<file path="config.mk">
export PLATFORM = sky130hd
export DESIGN_NAME = axi_fetch_unit
export DESIGN_NICKNAME = d
export VERILOG_FILES = /design/src/rtl/axi4_types.sv /design/src/rtl/fetch_fifo.sv /design/src/rtl/axi_fetch_unit.sv
export SDC_FILE = /design/constraint.sdc
export NUM_CORES = 1
export LEC_CHECK = 0
export ABC_AREA = 1
export BUFFER_PORTS_ARGS = -buffer_cell sky130_fd_sc_hd__clkbuf_2
export CAP_MARGIN = 0
export CORE_MARGIN = 2
export CORE_UTILIZATION = 45
export DETAILED_ROUTE_END_ITERATION = 10
export GPL_TIMING_DRIVEN = 0
export PLACE_DENSITY = 0.76
export SYNTH_ARGS = -nofsm -noshare
export SYNTH_HDL_FRONTEND = slang
export SYNTH_SLANG_ARGS = --single-unit
</file>
<file path="constraint.sdc">
create_clock -name ACLK -period 5.8 [get_ports ACLK]
set_input_delay 1.16 -clock ACLK [delete_from_list [all_inputs] [get_ports ACLK]]
set_output_delay 1.16 -clock ACLK [all_outputs]
set_load 0.05 [all_outputs]
</file>
<file path="src/rtl/axi4_types.sv">
// Shared AXI4-lite types plus the instruction-fetch state and entry definitions.
// fetch_entry_t carries a FETCH_ADDR_W-bit pc, so the fetch unit's ADDR_W should match it.
package axi4_types;

    localparam logic [1:0] AXI4_RESP_L_OKAY   = 2'b00;
    localparam logic [1:0] AXI4_RESP_L_EXOKAY = 2'b01;
    localparam logic [1:0] AXI4_RESP_L_SLVERR = 2'b10;
    localparam logic [1:0] AXI4_RESP_L_DECERR = 2'b11;

    localparam logic AXI4_PROT_INSTR = 1'b1;

    localparam int FETCH_ADDR_W = 32;

    typedef enum logic [2:0] {
        IDLE,
        ADDR,
        DATA,
        DRAIN,
        HALT
    } fetch_state_e;

    typedef struct packed {
        logic [31:0]             data;
        logic [FETCH_ADDR_W-1:0] pc;
        logic                    fault;
    } fetch_entry_t;

    localparam int FETCH_ENTRY_W = $bits(fetch_entry_t);

    function automatic logic [2:0] make_arprot(input logic nonsecure, input logic priv);
        return {AXI4_PROT_INSTR, nonsecure, priv};
    endfunction

endpackage

</file>
<file path="src/rtl/fetch_fifo.sv">
// Synchronous FIFO of fetch entries with flush, occupancy count and a head
// driven straight from storage flops (zero when empty).
module fetch_fifo
    import axi4_types::*;
#(
    parameter int DEPTH = 2,
    localparam int PTR_W = $clog2(DEPTH),
    localparam int CNT_W = $clog2(DEPTH) + 1
) (
    input  logic                     clk,
    input  logic                     rst_n,
    input  logic                     flush,
    input  logic                     push,
    input  logic [FETCH_ENTRY_W-1:0] push_data,
    input  logic                     pop,
    output logic                     head_valid,
    output logic [FETCH_ENTRY_W-1:0] head_data,
    output logic [CNT_W-1:0]         count
);

    logic [FETCH_ENTRY_W-1:0] mem_q [DEPTH];
    logic [FETCH_ENTRY_W-1:0] mem_d [DEPTH];
    logic [PTR_W-1:0]         wr_ptr_q, wr_ptr_d;
    logic [PTR_W-1:0]         rd_ptr_q, rd_ptr_d;
    logic [CNT_W-1:0]         count_q, count_d;
    logic                     do_push;
    logic                     do_pop;

    assign head_valid = (count_q != '0);
    assign head_data  = head_valid ? mem_q[rd_ptr_q] : '0;
    assign count      = count_q;
    assign do_pop     = pop && head_valid;
    assign do_push    = push && (count_q != CNT_W'(DEPTH));

    always_comb begin
        mem_d    = mem_q;
        wr_ptr_d = wr_ptr_q;
        rd_ptr_d = rd_ptr_q;
        count_d  = count_q;
        // Flush wins over any push/pop on the same edge.
        if (flush) begin
            wr_ptr_d = '0;
            rd_ptr_d = '0;
            count_d  = '0;
        end else begin
            if (do_push) begin
                mem_d[wr_ptr_q] = push_data;
                wr_ptr_d        = wr_ptr_q + PTR_W'(1);
            end
            if (do_pop) begin
                rd_ptr_d = rd_ptr_q + PTR_W'(1);
            end
            count_d = count_q + CNT_W'(do_push) - CNT_W'(do_pop);
        end
    end

    always_ff @(posedge clk) begin
        if (!rst_n) begin
            mem_q    <= '{default: '0};
            wr_ptr_q <= '0;
            rd_ptr_q <= '0;
            count_q  <= '0;
        end else begin
            mem_q    <= mem_d;
            wr_ptr_q <= wr_ptr_d;
            rd_ptr_q <= rd_ptr_d;
            count_q  <= count_d;
        end
    end

endmodule

</file>
<file path="src/rtl/axi_fetch_unit.sv">
// Instruction-fetch AXI4-lite read master: one outstanding word read at a time,
// results buffered in fetch_fifo, non-OKAY responses become fault entries and halt fetch.
module axi_fetch_unit
    import axi4_types::*;
#(
    parameter int               ADDR_W     = FETCH_ADDR_W,
    parameter logic [ADDR_W-1:0] RESET_PC  = '0,
    parameter int               FIFO_DEPTH = 2
) (
    input  logic              ACLK,
    input  logic              ARESETn,
    output logic [ADDR_W-1:0] araddr,
    output logic [2:0]        arprot,
    output logic              arvalid,
    input  logic              arready,
    input  logic [31:0]       rdata,
    input  logic [1:0]        rresp,
    input  logic              rvalid,
    output logic              rready,
    input  logic              priv,
    input  logic              nonsecure,
    input  logic              redirect_valid,
    input  logic [ADDR_W-1:0] redirect_pc,
    output logic              instr_valid,
    input  logic              instr_ready,
    output logic [31:0]       instr_data,
    output logic [ADDR_W-1:0] instr_pc,
    output logic              instr_fault
);

    localparam int CNT_W = $clog2(FIFO_DEPTH) + 1;

    fetch_state_e      state_q, state_d;
    logic [ADDR_W-1:0] pc_q, pc_d;
    logic [ADDR_W-1:0] araddr_q, araddr_d;
    logic [2:0]        arprot_q, arprot_d;
    logic              arvalid_q, arvalid_d;
    logic              rready_q, rready_d;
    logic              kill_q, kill_d;

    logic              ar_hs;
    logic              r_hs;
    logic              pop;
    logic              credit;
    logic              push;
    fetch_entry_t      push_entry;
    fetch_entry_t      head_entry;
    logic [CNT_W-1:0]  fifo_count;

    assign ar_hs  = arvalid_q && arready;
    assign r_hs   = rready_q && rvalid;
    assign pop    = instr_valid && instr_ready;
    assign credit = (fifo_count - CNT_W'(pop)) < CNT_W'(FIFO_DEPTH);

    always_comb begin
        state_d    = state_q;
        pc_d       = pc_q;
        araddr_d   = araddr_q;
        arprot_d   = arprot_q;
        arvalid_d  = arvalid_q;
        rready_d   = rready_q;
        kill_d     = kill_q;
        push       = 1'b0;
        push_entry = '0;

        if (redirect_valid) begin
            pc_d = redirect_pc;
        end

        unique case (state_q)
            IDLE: begin
                if (!redirect_valid && credit) begin
                    araddr_d  = pc_q;
                    arprot_d  = make_arprot(nonsecure, priv);
                    arvalid_d = 1'b1;
                    state_d   = ADDR;
                end
            end
            ADDR: begin
                // A redirect cannot withdraw the request; remember it and drain later.
                if (ar_hs) begin
                    arvalid_d = 1'b0;
                    rready_d  = 1'b1;
                    kill_d    = 1'b0;
                    state_d   = (kill_q || redirect_valid) ? DRAIN : DATA;
                end else if (redirect_valid) begin
                    kill_d = 1'b1;
                end
            end
            DATA: begin
                if (r_hs) begin
                    rready_d = 1'b0;
                    if (redirect_valid) begin
                        state_d = IDLE;
                    end else if (rresp == AXI4_RESP_L_OKAY) begin
                        push             = 1'b1;
                        push_entry.data  = rdata;
                        push_entry.pc    = FETCH_ADDR_W'(araddr_q);
                        push_entry.fault = 1'b0;
                        pc_d             = pc_q + ADDR_W'(1);
                        state_d          = IDLE;
                    end else begin
                        push             = 1'b1;
                        push_entry.pc    = FETCH_ADDR_W'(araddr_q);
                        push_entry.fault = 1'b1;
                        state_d          = HALT;
                    end
                end else if (redirect_valid) begin
                    state_d = DRAIN;
                end
            end
            DRAIN: begin
                if (r_hs) begin
                    rready_d = 1'b0;
                    state_d  = IDLE;
                end
            end
            HALT: begin
                if (redirect_valid) begin
                    state_d = IDLE;
                end
            end
            default: begin
                state_d = IDLE;
            end
        endcase
    end

    always_ff @(posedge ACLK) begin
        if (!ARESETn) begin
            state_q   <= IDLE;
            pc_q      <= RESET_PC;
            araddr_q  <= '0;
            arprot_q  <= '0;
            arvalid_q <= 1'b0;
            rready_q  <= 1'b0;
            kill_q    <= 1'b0;
        end else begin
            state_q   <= state_d;
            pc_q      <= pc_d;
            araddr_q  <= araddr_d;
            arprot_q  <= arprot_d;
            arvalid_q <= arvalid_d;
            rready_q  <= rready_d;
            kill_q    <= kill_d;
        end
    end

    fetch_fifo #(
        .DEPTH(FIFO_DEPTH)
    ) u_fifo (
        .clk       (ACLK),
        .rst_n     (ARESETn),
        .flush     (redirect_valid),
        .push      (push),
        .push_data (push_entry),
        .pop       (pop),
        .head_valid(instr_valid),
        .head_data (head_entry),
        .count     (fifo_count)
    );

    assign araddr      = araddr_q;
    assign arprot      = arprot_q;
    assign arvalid     = arvalid_q;
    assign rready      = rready_q;
    assign instr_data  = head_entry.data;
    assign instr_pc    = ADDR_W'(head_entry.pc);
    assign instr_fault = head_entry.fault;

endmodule

</file>
* Word level (Yosys, flattened, before mapping)
Index checks and enable logic that the tools add are counted.
** Cells by class
- Add/subtract/negate cells :: 6
- Order comparisons :: 4
- Equal/unequal tests :: 11
- Multiplexer cells :: 38
- Bitwise operators :: 4
- Reduce and logical (&&, ||, !) cells :: 23
** Operators by type and width (number)
- $mux W65 :: 8
- $mux W32 :: 6
- $bwmux W130 :: 1
- $demux W65 S1 :: 1
- $add A32 B1 Y32 const B :: 1
- $mux W3 :: 8
- $pmux W3 S5 :: 1
- $mux W1 :: 11
- $ne A2 B2 Y1 const B :: 5
- $reduce_bool A2 Y1 :: 4
- $logic_and A1 B1 Y1 :: 7
- $eq A3 B2 Y1 const B :: 2
- $reduce_and A2 Y1 :: 3
- $reduce_and A3 Y1 :: 2
- $reduce_and A5 Y1 :: 1
- $ge A2 B2 Y1 const B :: 2
- $not A1 Y2 :: 2
- $pmux W1 S2 :: 2
- $reduce_or A2 Y1 :: 2
- $sub A2 B1 Y2 :: 2
- $eq A3 B1 Y1 const B :: 1
- $eq A3 B3 Y1 const B :: 1
- $logic_not A3 Y1 :: 1
- $ne A3 B3 Y1 const B :: 1
- 9 further kinds :: 11
** Word-level totals
- Register bits after elaboration :: 207

* Logic depth before layout (Yosys ltp)
Gate-level depths: netlist (run 1).
- Depth in word-level cells :: 7
- Depth in mapped cells :: 14
- Mapped depth without buffers :: 13

* Modules after synthesis
From an unflattened synthesis (run 1), not the netlist that was laid out.
** Second synthesis, totals
- Cell total of the unflattened synthesis :: 1762
- Area total of the unflattened synthesis :: 10792.9 µm²
** Modules (own cells, without submodules)
- fetch_fifo :: instances 1, cells each 1022, area each 6366.1 µm², seq. area each 2682.6 µm²
- axi_fetch_unit :: instances 1, cells each 740, area each 4426.7 µm², seq. area each 1461.4 µm²

* Worst setup path before layout (run 1)
No wires, ideal clock.
- Kind :: flip-flop to output port
- Start point :: reg u_fifo.count_q[1], in the netlist u_fifo.count[1]
- End point :: out instr_data[10]
- Data arrival time :: 2.346 ns
- Path slack :: 2.294 ns
- Stages on the path, launching flop included :: 7
- Buffers on the path :: 2
- Cell sequence :: dfxtp_1 -> nor2_2 -> inv_1 -> clkbuf_1 -> clkbuf_1 -> o21ai_0 -> a21oi_1
** On the way
- Word-level cells in the longest chain between the ends :: 2
** RTL lines
- from (decl) :: line fetch_fifo.sv:25 : logic [CNT_W-1:0] count_q, count_d;
- from (signal assigned) :: line fetch_fifo.sv:67 : count_q <= count_d;
- $reduce_bool A2 Y1 :: line fetch_fifo.sv:29 : assign head_valid = (count_q != '0);
- via instr_valid :: line axi_fetch_unit.sv:24 : output logic instr_valid,
- $mux W65 :: line fetch_fifo.sv:30 : assign head_data = head_valid ? mem_q[rd_ptr_q] : '0;
- to (decl) :: line axi_fetch_unit.sv:26 : output logic [31:0] instr_data,
The timed path passes the listed nets, and every way through them passes these cells.

* Worst setup path after layout (run 1)
- Start point :: reg u_fifo.count_q[1], in the netlist u_fifo.count[1]
- End point :: out instr_data[14]
** On the way
- Word-level cells in the longest chain between the ends :: 2
** RTL lines (line)
- $reduce_bool A2 Y1 :: fetch_fifo.sv:29
- $mux W65 :: fetch_fifo.sv:30
No other way between the ends.

==> results of run 1 <==
==> worst register-to-register path, stage by stage (launching register included) <==
cell	delay (ns)
dfxtp_1	0.33
nor2_2	0.45
inv_1	0.22
clkbuf_1	0.26
nand2_1	0.14
inv_1	0.05
ha_1	0.18
xnor2_1	0.29
nand3_1	0.30
clkbuf_1	0.36
o21ai_0	0.30
nor2_1	0.06
==> metal layers <==
metal  vias up  wire [um]  GRT usage, %  share of wire, %
met2       481      15000          46.0                46
li1       5100          -             -                 -
met5         -          0             0                 0
met4         0        944          8.97               2.9
met3        62       2920          3.55               8.9
met1      4798      13800          39.0                42
==> metrics by stage <==
stage	util [%]	total power, mW
2_1_floorplan	-	2.11
3_3_place_gp	51.8	2.32
3_5_place_dp	51.8	2.34
4_1_cts	55.2	3.74
5_1_grt	55.2	3.87
6_report	55.2	3.74
==> cell usage in the layout, fill, tap and decap left out, drive strengths merged <==
cell | synthesis | routed
inv | 150 | 150
nand4 | 7 | 7
nor3b | 1 | 1
clkbuf | 54 | 258
a31oi | 2 | 2
or2 | 1 | 1
and3 | 1 | 1
nand3b | 2 | 2
a221oi | 1 | 1
nor4 | 1 | 1
xnor2 | 5 | 5
ha | 3 | 3
buf | 39 | 39
nor2 | 221 | 221
xor2 | 2 | 2
bufinv | 0 | 2
o211ai | 6 | 6
mux2i | 3 | 3
clkinvlp | 0 | 1
a21oi | 204 | 204
nor3 | 7 | 7
o211a | 2 | 2
o21ai | 222 | 222
clkinv | 2 | 7
nand2 | 277 | 277
nand3 | 37 | 37
dfxtp | 207 | 207
==> registers in the layout, summed over array words and instances (netlist names), 2 cells and up <==
signal / cells
u_fifo.mem_q: 130
araddr: 32
pc_q: 32
arprot: 3
state_q: 3
u_fifo.count: 2
==> final cells by class <==
| cell class | count | area share (%) |
|---|---|---|
| multi-input cells | 1005 | 39.1 |
| flip-flops and latches | 207 | 35.6 |
| repair buffers | 174 | 7.48 |
| clock buffers | 30 | 5.43 |
| inverters | 152 | 4.90 |
| plain buffers | 93 | 3.69 |
| well taps | 275 | 2.96 |
| clock inverters | 8 | 0.827 |
==> logic make-up (layout without fill, tap and decap cells) <==
kind of cell | count (synthesis) | in the layout
XOR/XNOR | 7 | 7
buffers and inverters | 245 | 457
AO/OA/AOI/OAI | 437 | 437
flip-flops | 207 | 207
multiplexers | 3 | 3
AND/OR/NAND/NOR | 555 | 555
adder cells (fa/ha/maj) | 3 | 3
==> power by group through the flow <==
stage | Sequential [mW] | Combinational [mW] | Clock [mW]
2_1_floorplan | 1.88 | 0.228 | 0
3_3_place_gp | 1.67 | 0.651 | 0
3_5_place_dp | 1.68 | 0.660 | 0
4_1_cts | 1.64 | 0.663 | 1.43
5_1_grt | 1.66 | 0.715 | 1.50
6_report | 1.65 | 0.668 | 1.42
==> path summary, 6_finish.rpt <==
check	start	endpoint	slack (ns)
worst max register to register	u_fifo.count[1]$_SDFF_PP0_	araddr[4]$_SDFFE_PN0P_	2.74
worst max-delay path	u_fifo.count[1]$_SDFF_PP0_	instr_data[14]	2.01
worst min-delay path	u_fifo.mem_q[20]$_SDFFE_PN0P_	u_fifo.mem_q[20]$_SDFFE_PN0P_	0.45
worst min register to register	u_fifo.mem_q[20]$_SDFFE_PN0P_	u_fifo.mem_q[20]$_SDFFE_PN0P_	0.45
==> summary.md, run 1 <==
| Metric | Value |
|---|---|
| Slowest-stage cell, CP | clkbuf_1 |
| Port Buffers | 174 |
| Core area | 21100 um^2 |
| Final Hold Viols | 0 |
| Most frequent cell after synthesis | nand2_1 |
| Effective utilization at floorplan | 46.0% |
| Mean Syn Cell Area | 6.66 um^2 |
| Crit path largest cell delay | roughly 0.4 ns |
| Inserted Diodes | 0 |
| Clock root buffer | clkbuf_16 |
| CTS tree | built |
| CTS H-Tree Depth | 1 |
| Die H | 151 um |
| Final ANT Viol Nets | 0 |
| Worst setup margin | 2.01 ns |
| Final min period | 3.79 ns |
| Synth cell count leaders | 273 x nand2_1, 215 x nor2_1, 207 x dfxtp_1, 204 x a21oi_1, 198 x o21ai_0 |
| Die width | 151 um |
| Xor/xnor cell area share of the yosys netlist | 0.632% |
| Clock Pin Slew Worst Setup and Hold Paths | 0.06 ns |
| Worst path required time | 4.64 ns |
| Filler Cell Count | 2077 |
| CTS buffer count | 22 |
| Die area | 22700 um^2 |
| Leak | 5.07 nW |
| Main flop type after synthesis | dfxtp_1 |
| GP Congestion | between 0.9 and 1 |
| Pre-CTS WS | 2.53 ns |
| Placed cell count | 1906 |
| Fin area | 11600 um^2 |
| Combinational power share | between 10% and 20% |
| Ratio of cells with drive above 1 in the final layout | 15.6% |
| Synth Area in Compound Gates | 22.9% |
| Reg area | roughly 4100 um^2 |
| Yosys warns | 0 |
| Arrival time worst endpoint | 2.63 ns |
| Grt total ovfl | 0 |
| CTS max path bufs | 3 |
| Yosys top cell by area | dfxtp_1 |
| Global-route wire length before repair | 50200 um |
| Total GRT Usage | 28.2% |
| First-pass iteration count of the detailed router | 5 |
| Vias in the first global route | 9482 |
| Crit. End Element | output pin |
| Setup CP Type | reg -> out |
| Mux contribution to synthesized area | less than 1% |
| Routed vias/inst | 5.37 |
| Net count after synthesis | approximately 1500 |
| Synth cell types | 34 |
| Crit-path cells | nor2_2 > inv_1 > clkbuf_1 > clkbuf_1 > o21ai_0 > a21oi_1 > clkbuf_2 |
| Sw frac | 32.3% |
| Worst hold path depth | 2 |
| Crit path top cell by count | clkbuf_1 |
| Finished Layout Cells | ~1900 |
| Worst-Margin Slew | 0.754 ns |
| Vias post-DR | 10441 |
| Cells after Synth | ~1500 |
| R2R depth | 11 |
| Post-DP HPWL | 24300 um |
| Post-synthesis adder-cell area fraction | less than 1% |
| Fmax | 264 MHz |
| Final Max Tran Viols | 0 |
| Sum of buffers and inverters on the critical path | 4 |
| # DRC | 0 |
| Top cell type's share of synthesized area | 42.7% |
| Synth-to-layout area growth | 20.0% |
| Antenna violations before repair | 0 |
| NetSw | 1.21 mW |
| Post-Synthesis Cell Area | between 9000 and 10000 um^2 |
| P per Cell Area | 321 nW/um^2 |
| Tcrit/Tclk final | 65.4% |
| Largest net degree at the start of global routing | 15 |
| Initial DRC count | 1003 |
| Instance count on the critical path | 7 |
| Synth top area cells | dfxtp_1 43%, nand2_1 11%, a21oi_1 11%, o21ai_0 10%, nor2_1 8.3% |
| Post-synth ARST share | 0% |
| Outcome | complete, no violations |
| Synth Area in Simple Gates | 22.8% |
| Wire length per cell | 16.8 um |
| Area occupied by multi-input gates | 4560 um^2 |
| Post-cts sizing count | 0 |
| Flop pwr share | 44.1% |
| Hold Buf Count CTS | 0 |
| Setup TNS | 0 ns |
| Pint | 2.53 mW |
| Seq/Total Area, Yosys | 42.7% |
| Crit Path Max Fanout | 10 |
| Synthesized flop and latch total | 207 |
| Max Cap Viol | 0 |
| EDFF count, synth | 0 |
| I/O Pins | 177 |
| Post-CTS setup buffer count | 0 |
| Nets | 1732 |
| Placement Rows | 53 |
| RSZ-0062 raised after global routing | no |
| CP Launch Type | flip-flop |
| Delay-heaviest family, CP | buffers and inverters |
| Largest family of logic cells by synthesized area | compound AO/OA/AOI/OAI gates |
| Worst-Skew Late Latency | 0.50 ns |
| Hold WC Path Type | reg -> reg |
| Setup violators final | 0 |
| WL final | 32700 um |
| Slew Limit Headroom | about half |
| Clk_skew | 0.0162 ns |
| Clock network power share | 38.0% |
| Max VDD drop | 0.000171 V |
| Sink Count | 207 |
| Hold Slack | 0.451 ns |
| Placed Area | around 11000 um^2 |
(Power assumes the default switching activity.)
==> run 2: changes to the inputs <==
- PLACE_DENSITY: 0.76 -> 0.78
- clock period: 5.8 -> 3.25 ns (I/O delays scaled with it)
==> summary.md, run 2 (synthesis results as in run 1) <==
| Metric | Value |
|---|---|
| Worst setup margin | approximately 0.083 ns |
| Final Hold Viols | 0 |
| CTS max path bufs | 3 |
| CP Launch Type | flip-flop |
| Slew Limit Headroom | between 50% and 60% |
| Filler Cell Count | ~2100 |
| Final min period | 3.17 ns |
| Ratio of cells with drive above 1 in the final layout | 15.7% |
| Clock Pin Slew Worst Setup and Hold Paths | 0.06 ns |
| Max reg flops | 130 |
| CTS buffer count | 23 |
| Routed vias/inst | 5.40 |
| P per Cell Area | 571 nW/um^2 |
| Area occupied by multi-input gates | ~4600 um^2 |
| Nets | 1733 |
| Clock root buffer | clkbuf_16 |
| Effective utilization at floorplan | 46.0% |
| Hold WC Path Type | in -> reg |
| Hold Slack | 0.366 ns |
| Clk_skew | 0.00953 ns |
| Post-layout util | between 50% and 60% |
| Biggest register | u_fifo.mem_q |
| Placement Rows | 53 |
| Grt total ovfl | 0 |
| Crit. End Element | output pin |
| Worst-Margin Slew | ~0.7 ns |
| Largest net degree at the start of global routing | 15 |
| Leak | between 5 and 6 nW |
| Initial DRC count | 1025 |
| Crit Path Max Fanout | 10 |
| Vias in the first global route | 9472 |
| Fmax | 316 MHz |
| Commonest non-fill, non-tap cell in the layout | nand2_1 |
| Global-route wire length before repair | approximately 50000 um |
| Setup violators final | 0 |
| CTS tree | built |
| Core area | 21100 um^2 |
| # DRC | 0 |
| Most frequent cells in the layout | 273 x nand2_1, 215 x nor2_1, 207 x dfxtp_1 |
| Setup TNS | 0 ns |
| GP Congestion | 0.964 |
| Die H | 151 um |
| Antenna violations before repair | 0 |
| Final ANT Viol Nets | 0 |
| Total GRT Usage | 28.0% |
| Max Cap Viol | 0 |
| Tcrit/Tclk final | 97.4% |
| First-pass iteration count of the detailed router | 5 |
| CTS H-Tree Depth | 1 |
| Max VDD drop | 0.000318 V |
| Die width | 151 um |
| Synth-to-layout area growth | 20.0% |
| Sink Count | around 210 |
| Final Power | 6.65 mW |
| Outcome | complete, no violations |
| Hold Buf Count CTS | 0 |
| Final Max Tran Viols | 0 |
| Pre-CTS WS | 0.249 ns |
| Die area | 22700 um^2 |
| RSZ-0062 raised after global routing | yes |
| Setup CP Type | reg -> out |
| I/O Pins | 177 |
| Worst path required time | 2.60 ns |
| Inserted Diodes | 0 |
| Arrival time worst endpoint | about 2.5 ns |
| WL final | 32800 um |
| Wire length per cell | between 15 and 20 um |
| Vias post-DR | 10512 |
| Reg area | 4140 um^2 |
| Port Buffers | between 150 and 200 |
| Worst-Skew Late Latency | between 0.5 and 0.6 ns |
| Post-DP HPWL | around 25000 um |
[run 2: cell types whose count changed in the layout (fill, tap and decap cells not counted), sizes merged]
cell / before / now
clkinvlp: 1 / 2
inv: 150 / 151
clkinv: 7 / 8
bufinv: 2 / 1
[run 2: where the power goes]
group,leakage (nW),switching (mW),internal (mW),total [mW]
combinational,3.04,0.903,0.288,1.19
sequential,1.68,0.238,2.71,2.95
clock,0.352,1.06,1.45,2.51
total,5.07,2.20,4.45,6.65
[run 2: final timing paths]
check                                      from                            end  slack, ns  cells after the start
setup / recovery   u_fifo.rd_ptr_q$_SDFFE_PP0P_                 instr_data[24]       0.08                      5
setup reg to reg     u_fifo.count[1]$_SDFF_PP0_         araddr[8]$_SDFFE_PN0P_       0.37                     11
hold reg to reg   u_fifo.mem_q[21]$_SDFFE_PN0P_  u_fifo.mem_q[21]$_SDFFE_PN0P_       0.45                      2
hold / removal                           rvalid            rready$_SDFFE_PN0P_       0.37                      2
[run 2: area by class of cell]
type	instances	share of cell area, %
buffer	93	3.70
clock buffer	30	5.43
tap	275	2.96
clock inverter	10	0.752
inverter	152	4.90
sequential	207	35.6
timing repair buffer	174	7.48
multi-input combinational	1005	39.2
[run 2: per-stage QoR]
stage | cell area [um^2] | std cells
floorplan | 9700 | 1457
global placement | 10900 | 1906
detailed placement | 10900 | 1906
CTS | 11600 | 1946
global route | 11600 | 1946
finish | 11600 | 1946
[run 2: per-layer routing]
layer  up-vias  GRT usage, %  share of wire (%)
met5         -             0                  0
met4         0          9.77                3.2
met3        74          3.89                8.9
met2       487          45.1                 45
met1      4849          38.5                 42
li1       5102             -                  -
[run 2: critical path: stages (launching register included)]
cell	delay (ns)
dfxtp_1	0.35
clkbuf_1	0.44
clkbuf_1	0.57
nand2_1	0.14
a21oi_1	0.20
clkbuf_2	0.31
[run 2: repair_timing]
item	4_1_cts	5_1_grt
buffers inserted	0	0
hold endpoints to repair	0	0
gates resized for setup	0	3
endpoints found under the setup margin	0	34
==> run 3: changes to the inputs <==
- BUFFER_PORTS_ARGS: -buffer_cell sky130_fd_sc_hd__clkbuf_2 -> -buffer_cell sky130_fd_sc_hd__buf_2
==> summary.md, run 3 (synthesis results as in run 1) <==
| Metric | Value |
|---|---|
| Leak | just over 5 nW |
| R2R depth | 11 |
| Setup TNS | 0 ns |
| WL final | 32600 um |
| Biggest register | u_fifo.mem_q |
| Worst setup path endpoint | instr_data[20] |
| Crit path top cell by count | clkbuf_1 |
| Worst Setup SP | u_fifo.rd_ptr_q$_SDFFE_PP0P_ |
| CP Launch Type | flip-flop |
| Worst hold path depth | 2 |
| Slowest-stage cell, CP | clkbuf_1 |
| Synth-to-layout area growth | 20.3% |
| Global-route wire length before repair | 49900 um |
| Clock root buffer | clkbuf_16 |
| I/O Pins | 177 |
| Tcrit/Tclk final | 96.2% |
| Final Max Tran Viols | 0 |
| Outcome | complete, no violations |
| Placement Rows | 53 |
| Inserted Diodes | 0 |
| Initial DRC count | 928 |
| P per Cell Area | 579 nW/um^2 |
| Slew Limit Headroom | about half |
| Filler Cell Count | 2089 |
| Max VDD drop | between 0.0002 and 0.0003 V |
| Hold WC Path Type | in -> reg |
| Sum of buffers and inverters on the critical path | 3 |
| # DRC | 0 |
| Arrival time worst endpoint | approximately 2.5 ns |
| Clock Pin Slew Worst Setup and Hold Paths | around 0.06 ns |
| Max Cap Viol | 0 |
| Grt total ovfl | 0 |
| Crit-path cells | clkbuf_1 > clkbuf_1 > o21ai_0 > a21oi_1 > buf_2 |
| Routed vias/inst | about 5.4 |
| Post-cts sizing count | 0 |
| Nets | approximately 1700 |
| Final ANT Viol Nets | 0 |
| Die area | ~23000 um^2 |
| Max reg flops | 130 |
| Fin area | 11700 um^2 |
| Worst-Margin Slew | 0.769 ns |
| Fmax | 320 MHz |
| Instance count on the critical path | 5 |
| Die H | 151 um |
| Worst-Skew Late Latency | 0.51 ns |
| Setup violators final | 0 |
| Placed Area | between 10000 and 15000 um^2 |
| Ratio of cells with drive above 1 in the final layout | 15.6% |
| Die width | between 150 and 200 um |
| CTS max path bufs | 3 |
| Core area | 21100 um^2 |
| Total GRT Usage | around 28% |
| Vias post-DR | 10452 |
| Crit. End Element | output pin |
| CTS H-Tree Depth | 1 |
| Delay-heaviest family, CP | buffers and inverters |
| Post-CTS setup buffer count | 0 |
| Final min period | ~3.1 ns |
| Largest net degree at the start of global routing | 14 |
| Antenna violations before repair | 0 |
| Port Buffers | 174 |
| Worst path required time | around 2.6 ns |
| Setup CP Type | reg -> out |
| Effective utilization at floorplan | 46.0% |
| GP Congestion | 0.963 |
| Commonest non-fill, non-tap cell in the layout | nand2_1 |
| CTS tree | built |
| Final Hold Viols | 0 |
| Post-DP HPWL | 24300 um |
| Reg2reg start | u_fifo.count[1]$_SDFF_PP0_ |
| R2R setup slack | roughly 0.33 ns |
| Vias in the first global route | 9502 |
| RSZ-0062 raised after global routing | no |
| Sink Count | 207 |
| Crit Path Max Fanout | 10 |
| Most frequent cells in the layout | 273 x nand2_1, 215 x nor2_1, 207 x dfxtp_1 |
| First-pass iteration count of the detailed router | 6 |
| Crit path largest cell delay | ~0.5 ns |
| CTS buffer count | 22 |
| Hold Buf Count CTS | 0 |
| RR Endpoint | araddr[12]$_SDFFE_PN0P_ |
| Clk_skew | 0.0160 ns |
| Wire length per cell | 16.8 um |
## run 3: layout make-up
class / count / area, um^2 / share of cell area (%)
multi-input cells: 1005 / 4560 / 39.1
clock inverters: 7 / 114 / 0.976
repair buffers: 174 / 871 / 7.46
well taps: 275 / 344 / 2.95
plain buffers: 93 / 430 / 3.69
flip-flops and latches: 207 / 4140 / 35.5
inverters: 152 / 571 / 4.89
clock buffers: 31 / 636 / 5.45
## run 3: where the power goes
| part | total (mW) | switching (mW) | internal [mW] |
|---|---|---|---|
| combinational | 1.19 | 0.899 | 0.292 |
| sequential | 2.95 | 0.240 | 2.71 |
| clock | 2.62 | 1.02 | 1.60 |
## run 3: layer usage
metal	GRT usage [%]	share of wire, %
met5	0	0
met1	38.2	42
met3	4.19	9.2
met4	11.8	3.9
met2	44.5	45
## run 3: how the worst min path moves through the flow
stage | slack [ns] | end | from
6_report | 0.36 | rready$_SDFFE_PN0P_ | rvalid
5_1_grt | 0.37 | rready$_SDFFE_PN0P_ | rvalid
4_1_cts | 0.35 | rready$_SDFFE_PN0P_ | rvalid
3_5_place_dp | 0.43 | kill_q$_SDFFE_PN0P_ | kill_q$_SDFFE_PN0P_
3_3_place_gp | 0.43 | kill_q$_SDFFE_PN0P_ | kill_q$_SDFFE_PN0P_
2_1_floorplan | 0.42 | kill_q$_SDFFE_PN0P_ | kill_q$_SDFFE_PN0P_
## run 3: through the flow
stage / util (%) / cells / hold slack, ns / power, mW / setup WS [ns]
final: 55.3 / 1944 / 0.360 / 6.76 / 0.123
after floorplan: - / 1457 / 0.418 / 3.76 / 0.254
after global placement: 51.8 / 1906 / 0.426 / 4.15 / 0.360
after CTS: 55.3 / 1944 / 0.349 / 6.77 / 0.0480
after global routing: 55.3 / 1944 / 0.370 / 7.00 / 0.0142
after detailed placement: 51.8 / 1906 / 0.434 / 4.17 / 0.318
## run 3: worst reg2reg max path, cell delays in order (launching register included)
cell and delay, ns:
dfxtp_1 0.35, nor2_4 0.27, inv_1 0.16, clkbuf_1 0.25
nand2_1 0.16, inv_1 0.05, ha_1 0.19, xnor2_1 0.28
nand3_1 0.31, clkbuf_1 0.36, o21ai_0 0.33, nor2_1 0.07
